### config.mk
export PLATFORM = sky130hd
export DESIGN_NAME = icache_mem_arbiter
export DESIGN_NICKNAME = d
export VERILOG_FILES = /design/src/rtl/mem_pkg.sv /design/src/rtl/icache_mshr_table.sv /design/src/rtl/icache_mem_arbiter.sv
export SDC_FILE = /design/constraint.sdc
export NUM_CORES = 1
export LEC_CHECK = 0
export ABC_AREA = 1
export CAP_MARGIN = 20
export CORE_ASPECT_RATIO = 0.8
export CORE_MARGIN = 8
export CORE_UTILIZATION = 35
export DETAILED_ROUTE_END_ITERATION = 16
export PLACE_DENSITY = 0.66
export SETUP_SLACK_MARGIN = 0.5
export SYNTH_ARGS = -nofsm -noshare
export SYNTH_HDL_FRONTEND = slang
export SYNTH_HIERARCHICAL = 1
export SYNTH_SLANG_ARGS = --single-unit
### constraint.sdc
create_clock -name clock -period 2.8 [get_ports clock]
set_input_delay 0.56 -clock clock [delete_from_list [all_inputs] [get_ports clock]]
set_output_delay 0.56 -clock clock [all_outputs]
set_load 0.1 [all_outputs]
### src/rtl/mem_pkg.sv
// Shared memory-bus types: command encoding, tag width and the I-cache miss table entry.
package mem_pkg;

  localparam int XLEN  = 32;
  localparam int TAG_W = 4;

  typedef enum logic [1:0] {
    BUS_NONE  = 2'd0,
    BUS_LOAD  = 2'd1,
    BUS_STORE = 2'd2
  } bus_cmd_e;

  typedef struct packed {
    logic             valid;
    logic             squashed;
    logic [TAG_W-1:0] tag;
    logic [XLEN-1:0]  blk_addr;
  } mshr_entry_t;

endpackage

### src/rtl/icache_mshr_table.sv
// Outstanding I-cache fill table: allocates on accept, matches returning tags,
// squashes on taken branches and emits a registered fill pulse for live entries.
module icache_mshr_table
  import mem_pkg::*;
#(
  parameter int NUM_MSHR = 4
) (
  input  logic             clock,
  input  logic             reset,
  input  logic             alloc,
  input  logic [TAG_W-1:0] alloc_tag,
  input  logic [XLEN-1:0]  alloc_addr,
  input  logic             squash,
  input  logic [TAG_W-1:0] ret_tag,
  input  logic [63:0]      ret_data,
  output logic             full,
  output logic             fill_valid,
  output logic [XLEN-1:0]  fill_addr,
  output logic [63:0]      fill_data
);

  mshr_entry_t entry_reg [NUM_MSHR];

  logic [NUM_MSHR-1:0] free_vec;
  logic [NUM_MSHR-1:0] hit_vec;
  logic [NUM_MSHR-1:0] alloc_vec;
  logic                hit_any;
  logic                hit_squashed;
  logic [XLEN-1:0]     hit_addr;

  genvar gi;
  generate
    for (gi = 0; gi < NUM_MSHR; gi++) begin : g_match
      assign free_vec[gi] = !entry_reg[gi].valid;
      assign hit_vec[gi]  = entry_reg[gi].valid && (ret_tag != '0) &&
                            (entry_reg[gi].tag == ret_tag);
    end
  endgenerate

  // Lowest free slot, isolated as x & -x; a slot freed this cycle is not yet visible here.
  assign alloc_vec = alloc ? (free_vec & (~free_vec + NUM_MSHR'(1))) : '0;
  assign full      = ~|free_vec;
  assign hit_any   = |hit_vec;

  always_comb begin
    hit_squashed = 1'b0;
    hit_addr     = '0;
    for (int i = NUM_MSHR - 1; i >= 0; i--) begin
      if (hit_vec[i]) begin
        hit_squashed = entry_reg[i].squashed;
        hit_addr     = entry_reg[i].blk_addr;
      end
    end
  end

  always_ff @(posedge clock) begin
    for (int i = 0; i < NUM_MSHR; i++) begin
      if (reset) begin
        entry_reg[i] <= '0;
      end else if (alloc_vec[i]) begin
        entry_reg[i].valid    <= 1'b1;
        entry_reg[i].squashed <= squash;
        entry_reg[i].tag      <= alloc_tag;
        entry_reg[i].blk_addr <= alloc_addr;
      end else if (hit_vec[i]) begin
        entry_reg[i].valid <= 1'b0;
      end else if (squash && entry_reg[i].valid) begin
        entry_reg[i].squashed <= 1'b1;
      end
    end
  end

  always_ff @(posedge clock) begin
    if (reset) begin
      fill_valid <= 1'b0;
      fill_addr  <= '0;
      fill_data  <= '0;
    end else begin
      fill_valid <= hit_any && !hit_squashed && !squash;
      if (hit_any && !hit_squashed && !squash) begin
        fill_addr <= hit_addr;
        fill_data <= ret_data;
      end
    end
  end

endmodule

### src/rtl/icache_mem_arbiter.sv
// Shares the tagged memory port between I-cache miss fills and the D-cache,
// with a starvation counter that eventually forces an I-cache grant.
module icache_mem_arbiter #(
  parameter int XLEN         = 32,
  parameter int NUM_MSHR     = 4,
  parameter int TAG_W        = 4,
  parameter int STARVE_LIMIT = 8
) (
  input  logic             clock,
  input  logic             reset,
  input  logic             icache_req_valid,
  input  logic [XLEN-1:0]  icache_req_addr,
  output logic             icache_req_accept,
  input  logic             dcache_req_valid,
  input  logic [1:0]       dcache_req_cmd,
  input  logic [XLEN-1:0]  dcache_req_addr,
  input  logic [63:0]      dcache_req_data,
  output logic             dcache_req_accept,
  output logic [TAG_W-1:0] dcache_resp_tag,
  output logic [1:0]       proc2mem_command,
  output logic [XLEN-1:0]  proc2mem_addr,
  output logic [63:0]      proc2mem_data,
  input  logic [TAG_W-1:0] mem2proc_response,
  input  logic [63:0]      mem2proc_data,
  input  logic [TAG_W-1:0] mem2proc_tag,
  input  logic             branch_taken,
  output logic             icache_fill_valid,
  output logic [XLEN-1:0]  icache_fill_addr,
  output logic [63:0]      icache_fill_data,
  output logic             mshr_full
);

  localparam int CNT_W = $clog2(STARVE_LIMIT + 1);
  localparam logic [CNT_W-1:0] STARVE_MAX = CNT_W'(STARVE_LIMIT);

  logic [CNT_W-1:0] starve_cnt_reg;
  logic             icache_grant;
  logic             dcache_grant;
  logic             mem_ok;
  logic [XLEN-1:0]  icache_blk_addr;

  assign icache_blk_addr = {icache_req_addr[XLEN-1:3], 3'b000};
  assign mem_ok          = mem2proc_response != '0;

  // D-cache has priority unless idle or the I-cache has been starved long enough.
  assign icache_grant = icache_req_valid && !mshr_full &&
                        (!dcache_req_valid || starve_cnt_reg == STARVE_MAX);
  assign dcache_grant = dcache_req_valid && !icache_grant;

  assign icache_req_accept = icache_grant && mem_ok;
  assign dcache_req_accept = dcache_grant && mem_ok;
  assign dcache_resp_tag   = dcache_req_accept ? mem2proc_response : '0;

  always_comb begin
    proc2mem_command = mem_pkg::BUS_NONE;
    proc2mem_addr    = '0;
    proc2mem_data    = '0;
    if (icache_grant) begin
      proc2mem_command = mem_pkg::BUS_LOAD;
      proc2mem_addr    = icache_blk_addr;
    end else if (dcache_grant) begin
      proc2mem_command = dcache_req_cmd;
      proc2mem_addr    = dcache_req_addr;
      proc2mem_data    = dcache_req_data;
    end
  end

  always_ff @(posedge clock) begin
    if (reset || !icache_req_valid || icache_req_accept) begin
      starve_cnt_reg <= '0;
    end else if (!icache_grant && starve_cnt_reg != STARVE_MAX) begin
      starve_cnt_reg <= starve_cnt_reg + CNT_W'(1);
    end
  end

  icache_mshr_table #(
    .NUM_MSHR(NUM_MSHR)
  ) u_mshr (
    .clock     (clock),
    .reset     (reset),
    .alloc     (icache_req_accept),
    .alloc_tag (mem2proc_response),
    .alloc_addr(icache_blk_addr),
    .squash    (branch_taken),
    .ret_tag   (mem2proc_tag),
    .ret_data  (mem2proc_data),
    .full      (mshr_full),
    .fill_valid(icache_fill_valid),
    .fill_addr (icache_fill_addr),
    .fill_data (icache_fill_data)
  );

endmodule

# Word level (Yosys, flattened, before mapping)
# Memory sizes are Yosys's and may differ from the RTL's.
# Cells that the tools add are included.
# classes
addsub,2
eq_ne,6
mux,90
bitwise_logic,26
reduce_logical,37
# op_table
op,n
$mux W32,6
$mux W64,2
$mux W29,4
$mux W1,70
$mux W4,6
$or A1 B1 Y1,24
$logic_and A1 B1 Y1,20
$eq A4 B4 Y1,4
$logic_not A1 Y1,10
$add A4 B1 Y4 const B,2
$reduce_bool A4 Y1,2
$reduce_or A4 Y1,2
$and A4 B4 Y4,1
$eq A4 B4 Y1 const B,1
$mux W2,2
$ne A4 B4 Y1 const B,1
$not A4 Y4,1
$logic_or A1 B1 Y1,3
# totals
reg_bits,101
ram_bits,140
output_inout_bits,202
wordCells,166
n_memories,1
# mem_list
name,words,width,rd,rd_ports_with_merged_regs,wr,line_no,text
u_mshr.entry_reg,4,35,4,0,4,icache_mshr_table.sv:22,mshr_entry_t entry_reg [NUM_MSHR];

# Logic depth before layout (Yosys ltp)
# Gate-level depths: netlist of the first run.
# An unclocked memory read counts as a cell.
# logic_depth
ltp_word,12
ltp_mapped,17

# By module
# Netlist of the first run, hierarchy kept.
# by_module_without_submodules
mod,instances,cells_each,area_each_um2
icache_mshr_table,1,1406,11338.4
icache_mem_arbiter,1,305,1433.9

# Worst setup path before layout of the first run
# Ideal clock, no wire load.
# synth_timing
kind,reg-to-output
from,mem u_mshr/entry_reg[2][37] in the netlist's numbering
to,out dcache_resp_tag[0]
arrival_time_ns,5.163
setup_slack_ns,-2.923
path_stages_with_launch,7
path_buffers,0
path_cell_list,edfxtp_1 > inv_1 > nor3_1 > nor2_4 > nand2_4 > nand2_4 > nor3_1
# synth_rtl
element,line_no,text
"start, declared",icache_mshr_table.sv:22,
"end, declared",icache_mem_arbiter.sv:19,"output logic [TAG_W-1:0] dcache_resp_tag,"

==> flow_summary.yaml, run 1 <==
outcome:
  status: "complete, no violations"
logic_synthesis:
  post_synth_top_area_share_pct: 35.7
  post_synth_instance_area_um2: 12800
  netlist_top_cells_area: "sky130_fd_sc_hd__edfxtp_1 36%, sky130_fd_sc_hd__dfxtp_1 16%, sky130_fd_sc_hd__nor2_1 11%, sky130_fd_sc_hd__nand2_1 9.7%, sky130_fd_sc_hd__nand3_1 8.9%"
  avg_inst_size_synth_um2: 7.46
  synth.distinct_cells: 28
  yosys_warnings: 6
  seq_area_frac_synth_pct: 51.6
  synthDominantAreaCellType: "sky130_fd_sc_hd__edfxtp_1"
  syn-instance-count: 1711
  ys_seq_elements: 253
global_route:
  grt_first_pass_wirelength_um: 68000
  global_route_total_overflow: 0
  antenna_violations_before_repair: 0
  grt_start_max_net_pins: 66
  grt.total_usage_pct: 19.4
  number_of_global_route_vias_before_repair: 12314
sta:
  setup_repair_after_global_routing_missed_its_margin: "yes"
  slack_of_the_critical_path_ns: 0.0833
  maxSlewHeadroom_pct: 52.6
  worst_pin_slew_ns: 0.709
  timing_max_transition_violations_final: 0
  min_period_over_period_pct: 97.0
  timing.final.hold_violations: 0
  finalSetupViolCount: 0
  hold_slack_ns: 0.470
  final_period_minus_worst_setup_slack_ns: 2.72
  finClkSkew_ns: 0.0106
  clock.fmax_mhz: 368
detailed_routing:
  finalWirelength_um: 44600
  route.detailed.vias_per_inst: 4.73
  drt_first_iter_violations: 850
  route.detailed.drc: 0
  routedWlPerCell_um: 16.9
  antenna_violating_nets_post_route: 0
  drt_pass1_iterations: 5
  num_vias: 12448
pwr:
  ir_drop_v: 0.000375
  power.density_cell_area_nw_per_um2: 506
  p_leak_nw: 9.64
placed_design:
  port_buffers: 405
  dp_hpwl_um: 30500
  gp_routability_congestion: 0.847
  dp_slack_ns: -0.0417
floorplanning:
  die_boundary_height_um: 187
  io-pin-count: 409
  die_area_um2: 42900
  start_util_pct: 35.6
  core_area_um2: 35900
  core.rowCount: 62
  dieWidth_um: 230
layout:
  mostFrequentLayoutCell: "sky130_fd_sc_hd__nor2_1"
  antenna-diode-count: 0
  largest_register_ff_count: 152
  mostFrequentLayoutCells: "297 x sky130_fd_sc_hd__nor2_1, 296 x sky130_fd_sc_hd__nand2_1, 270 x sky130_fd_sc_hd__inv_1"
  post_route_cells_drive_above_1_share_pct: 24.1
  area_growth_syn_to_layout_pct: 64.8
  finish.net_count: 2343
clocking:
  cts_tree: "built"
  clk-insertion-delay-late_ns: 0.53
  tritoncts_num_sinks: 253
  number_of_buffers_on_the_longest_clock_path: 3
  clk_transition_reported_paths_ns: 0.07
  clock-root-buffer: "sky130_fd_sc_hd__clkbuf_16"
  cts_made_buffers: 26
  h-tree-depth: 1
worst_setup_path:
  crit_required_ns: 2.24
  critical_path_class: "reg2out"
  critical_path_peak_fanout: 5
  timing.critical_path.arrival_ns: 2.16
  critPathBufInv: 4
  critical_path_cell_by_cell: "inv_2 > nor3_4 > nor2_4 > nand2_8 > nand2_8 > buf_12 > buf_4 > nor3_4 > buf_12"
  worst_path_largest_cell_delay_ns: 0.38
  cp-end-kind: "primary output"
  timing.critical_path.from_type: "flip-flop"
  crit_slowest_cell: "sky130_fd_sc_hd__edfxtp_1"
  worst_path_dominant_cell_family: "simple AND/OR/NAND/NOR gates"
run:
  cap_violations: 0
min_path:
  min_path_type: "reg2reg"
-- kinds of logic (layout without fill, tap and decap cells) --
family	count (synthesis)	after routing	synth area share, %
fa+ha+maj	2	2	0.196
simple gates	950	950	30.7
other cells	1	3	0.0294
flops	253	253	51.6
xor+xnor	1	1	0.0686
buf+inv	396	837	13.1
compound gates	108	108	4.32
-- per-stage QoR --
| step | TNS, ns | power (mW) | instance area [µm²] | std cells | utilization [%] |
|---|---|---|---|---|---|
| 4_1_cts | 0 | 10.7 | 20600 | 2619 | 57.5 |
| 3_5_place_dp | -0.531 | 6.88 | 18800 | 2546 | 52.2 |
| 6_report | 0 | 10.6 | 21000 | 2634 | 58.6 |
| 5_1_grt | 0 | 11.0 | 21000 | 2634 | 58.6 |
| 2_1_floorplan | -154.03 | 5.84 | 13200 | 1713 | - |
| 3_3_place_gp | 0 | 6.84 | 18800 | 2546 | 52.2 |
-- synthesized netlist by cell type (all sizes together) --
| master | number |
|---|---|
| ha | 2 |
| inv | 290 |
| nand2 | 336 |
| nand3 | 228 |
| nor3 | 8 |
| dfxtp | 101 |
| o22ai | 3 |
| clkbuf | 20 |
| buf | 85 |
| nor2 | 375 |
| edfxtp | 152 |
| a21oi | 103 |
| xnor2 | 1 |
| clkinv | 1 |
| conb | 1 |
| o21ai | 2 |
| nand4 | 3 |
-- repair_timing --
item / in CTS / in global routing
cloned: 6 / 7
pin swaps: 9 / 7
hold buffers: 0 / 0
endpoints found under the setup margin: 260 / 404
setup buffers: 19 / 8
resized for setup: 170 / 46
endpoints found under the hold margin: 0 / 0
-- routing by layer --
| layer | track usage [%] | vias up | wire, µm |
|---|---|---|---|
| met5 | 0 | - | 0 |
| met4 | 4.02 | 0 | 854 |
| met3 | 4.46 | 57 | 3760 |
| met2 | 34.3 | 422 | 21900 |
| met1 | 23.9 | 5815 | 18100 |
| li1 | - | 6154 | - |
-- power by group --
| group | switching (mW) | total, mW | internal, mW | leakage, nW |
|---|---|---|---|---|
| sequential | 0.0560 | 4.15 | 4.10 | 2.39 |
| clock | 1.48 | 3.62 | 2.14 | 0.449 |
| combinational | 1.84 | 2.87 | 1.03 | 6.79 |
-- worst paths after layout --
path                                               from                                     to  slack [ns]  depth (start not counted)
hold reg to reg        u_mshr/fill_addr[0]$_SDFFE_PP0P_       u_mshr/fill_addr[0]$_SDFFE_PP0P_        0.47                          2
hold / removal         u_mshr/fill_addr[0]$_SDFFE_PP0P_       u_mshr/fill_addr[0]$_SDFFE_PP0P_        0.47                          2
setup / recovery  u_mshr/entry_reg[2][37]$_SDFFCE_PN0P_                     dcache_resp_tag[3]        0.08                          9
setup reg to reg  u_mshr/entry_reg[0][37]$_SDFFCE_PP0P_  u_mshr/entry_reg[3][10]$_SDFFCE_PP0P_        0.43                         15
-- worst register-to-register path, delay by kind of cell (launching register included) --
| kind | cells | cell delay, ns |
|---|---|---|
| AND/OR/NAND/NOR | 8 | 1.04 |
| buffers and inverters | 7 | 0.79 |
| flip-flops | 1 | 0.41 |
-- final cells by class --
| cell class | count | area [µm²] |
|---|---|---|
| repair buffers | 498 | 6240 |
| clock buffers | 37 | 817 |
| multi-input cells | 1064 | 5590 |
| well taps | 480 | 601 |
| clock inverters | 11 | 96.3 |
| flip-flops and latches | 253 | 6590 |
| fillers | 3033 | 14900 |
| inverters | 291 | 1110 |
No activity file was read; power rests on OpenSTA's default activity.
==> run 2: changes to the inputs <==
--- a/config.mk
+++ b/config.mk
@@ -7,11 +7,11 @@
 export LEC_CHECK = 0
 export ABC_AREA = 1
 export CAP_MARGIN = 20
-export CORE_ASPECT_RATIO = 0.8
+export CORE_ASPECT_RATIO = 0.5
 export CORE_MARGIN = 8
-export CORE_UTILIZATION = 35
+export CORE_UTILIZATION = 43
 export DETAILED_ROUTE_END_ITERATION = 16
-export PLACE_DENSITY = 0.66
+export PLACE_DENSITY = 0.78
 export SETUP_SLACK_MARGIN = 0.5
 export SYNTH_ARGS = -nofsm -noshare
 export SYNTH_HDL_FRONTEND = slang
==> run 2 against run 1 <==
- the flow now finishes with violations (setup timing)
- clock skew fell by 0.0019 ns
- routed wire length rose by 0.39%
- first-iteration DRC count rose by 62%
- global-route usage rose by 3.8 points
- sequential share of layout area rose by 0.69 points
- cell count fell by 4.1%
- critical path depth rose by 1
- count of clock-buffer cells in the layout fell by 1
- utilization rose by 12 points
- via count rose by 1.8%
- final area fell by 2.2%
- total power fell by 2.9%
- critical path type unchanged
- highest routed layer unchanged
==> flow_summary.yaml, run 2 (synthesis results as in run 1) <==
outcome:
  status: "complete, but fails checks"
  violations: "setup timing"
global_route:
  grt_first_pass_wirelength_um: 66700
  grt_start_max_net_pins: 68
  groute.layer.met2.usage_pct: 43.8
  global_route_total_overflow: 0
  grt_use_met1_pct: 27.5
  antenna_violations_before_repair: 0
  use_met3_pct: 3.76
  number_of_global_route_vias_before_repair: 12202
  grt.total_usage_pct: 23.2
  grt-busiest-layer: "met2"
clocking:
  hold_buffers: 0
  cts_tree: "built"
  tritoncts_num_sinks: 253
  cts_made_buffers: 24
  clock-root-buffer: "sky130_fd_sc_hd__clkbuf_16"
  h-tree-depth: 1
  number_of_buffers_on_the_longest_clock_path: 3
  clk-insertion-delay-late_ns: 0.52
  clk_transition_reported_paths_ns: 0.06
floorplanning:
  core_area_um2: 29100
  dieWidth_um: 260
  start_util_pct: 43.9
  die_boundary_height_um: 138
  io-pin-count: 409
  core.rowCount: 44
  die_area_um2: 35800
detailed_routing:
  route.detailed.vias_per_inst: 5.01
  num_vias: 12671
  routedWlPerCell_um: 17.7
  drt_pass1_iterations: 6
  route.detailed.drc: 0
  finalWirelength_um: 44800
  drt_first_iter_violations: 1377
  antenna_violating_nets_post_route: 0
layout:
  finish.net_count: 2327
  post_route_cells_drive_above_1_share_pct: 23.3
  area_growth_syn_to_layout_pct: 61.2
  mostFrequentLayoutCells: "300 x sky130_fd_sc_hd__nor2_1, 297 x sky130_fd_sc_hd__nand2_1, 272 x sky130_fd_sc_hd__inv_1"
  largest_register_ff_count: 152
  post_layout_nonfiller_instances: 2527
  antenna-diode-count: 0
  mostFrequentLayoutCell: "sky130_fd_sc_hd__nor2_1"
worst_setup_path:
  critical_path_class: "reg2out"
  cp-end-kind: "primary output"
  crit_required_ns: 2.24
  rr_worst_depth: 16
  timing.critical_path.from_type: "flip-flop"
  timing.critical_path.arrival_ns: 2.24
  critical_path_peak_fanout: 8
placed_design:
  gp_routability_congestion: 0.853
  placed_cells: 2461
  dp_slack_ns: -0.0155
  dp_hpwl_um: 30200
  port_buffers: 405
min_path:
  min_path_type: "reg2reg"
  worst_hold_path.num_cells: 2
sta:
  hold_slack_ns: 0.473
  final_period_minus_worst_setup_slack_ns: 2.80
  finClkSkew_ns: 0.00871
  min_period_over_period_pct: 100
  setup_repair_after_global_routing_missed_its_margin: "yes"
  finalSetupViolCount: 1
  slack_of_the_critical_path_ns: -0.00496
  timing_max_transition_violations_final: 0
  timing.final.hold_violations: 0
  clock.fmax_mhz: 357
  setup_tns_ns: -0.00496
pwr:
  share_comb_of_total_power_pct: 27.5
  sequentialPowerShare_pct: 40.2
  p_leak_nw: 9.45
  internal_power_mw: 7.00
  clock_power_share_pct: 32.3
  ir_drop_v: 0.000387
  power_switching_share_pct: 32.2
  power.density_cell_area_nw_per_um2: 502
  total_power_mw: 10.3
  power_dissipated_by_switching_net_loads_mw: 3.33
run:
  cap_violations: 0
run 2: per-layer routing:
layer / vias up / wire length, µm
met5: - / 0
met4: 0 / 1190
met3: 94 / 3380
met2: 563 / 23600
met1: 5896 / 16700
li1: 6118 / -
run 2: power by group through the flow:
| stage | combinational (mW) | clock [mW] | sequential, mW |
|---|---|---|---|
| after global placement | 2.61 | 0 | 4.23 |
| final | 2.84 | 3.34 | 4.15 |
| after global routing | 2.96 | 3.53 | 4.17 |
| after CTS | 2.76 | 3.38 | 4.15 |
| after floorplan | 1.29 | 0 | 4.54 |
| after detailed placement | 2.64 | 0 | 4.24 |
run 2: area by class of cell:
class / count / area (µm²)
Clock buffer: 36 / 769
Clock inverter: 8 / 46.3
Fill cell: 1958 / 8530
Inverter: 291 / 1100
Multi-Input combinational cell: 1065 / 5630
Sequential cell: 253 / 6590
Tap cell: 391 / 489
Timing Repair Buffer: 483 / 5970
run 2: final timing paths:
check | end | startpoint | slack [ns]
worst min register to register | u_mshr/fill_addr[0]$_SDFFE_PP0P_ | u_mshr/fill_addr[0]$_SDFFE_PP0P_ | 0.47
worst max register to register | u_mshr/entry_reg[3][19]$_SDFFCE_PP0P_ | u_mshr/entry_reg[1][37]$_SDFFCE_PP0P_ | 0.31
worst min-delay path | u_mshr/fill_addr[0]$_SDFFE_PP0P_ | u_mshr/fill_addr[0]$_SDFFE_PP0P_ | 0.47
worst max-delay path | proc2mem_addr[12] | u_mshr/entry_reg[1][37]$_SDFFCE_PP0P_ | -0.005
run 2: metrics by stage:
stage                     util, %  cell area [µm²]
after global placement       64.2            18700
final                        70.7            20600
after detailed placement     64.2            18700
after floorplan                 -            13200
after global routing         70.7            20600
after CTS                    69.2            20200
run 2: critical path: stages (launching register included):
cell and delay (ns):
sky130_fd_sc_hd__edfxtp_1 0.38, sky130_fd_sc_hd__nand2_2 0.09, sky130_fd_sc_hd__nor3_4 0.23, sky130_fd_sc_hd__buf_12 0.15, sky130_fd_sc_hd__nor2_4 0.05, sky130_fd_sc_hd__nand2_4 0.14, sky130_fd_sc_hd__buf_12 0.15, sky130_fd_sc_hd__buf_16 0.15
sky130_fd_sc_hd__nand3_2 0.10, sky130_fd_sc_hd__nand2_4 0.11, sky130_fd_sc_hd__buf_12 0.17
run 2: what timing repair did:
item,4_1_cts,5_1_grt
gates resized for setup,134,58
cloned,2,5
pin swaps,10,14
buffers inserted,10,5
endpoints found under the setup margin,218,443
hold endpoints to repair,0,0
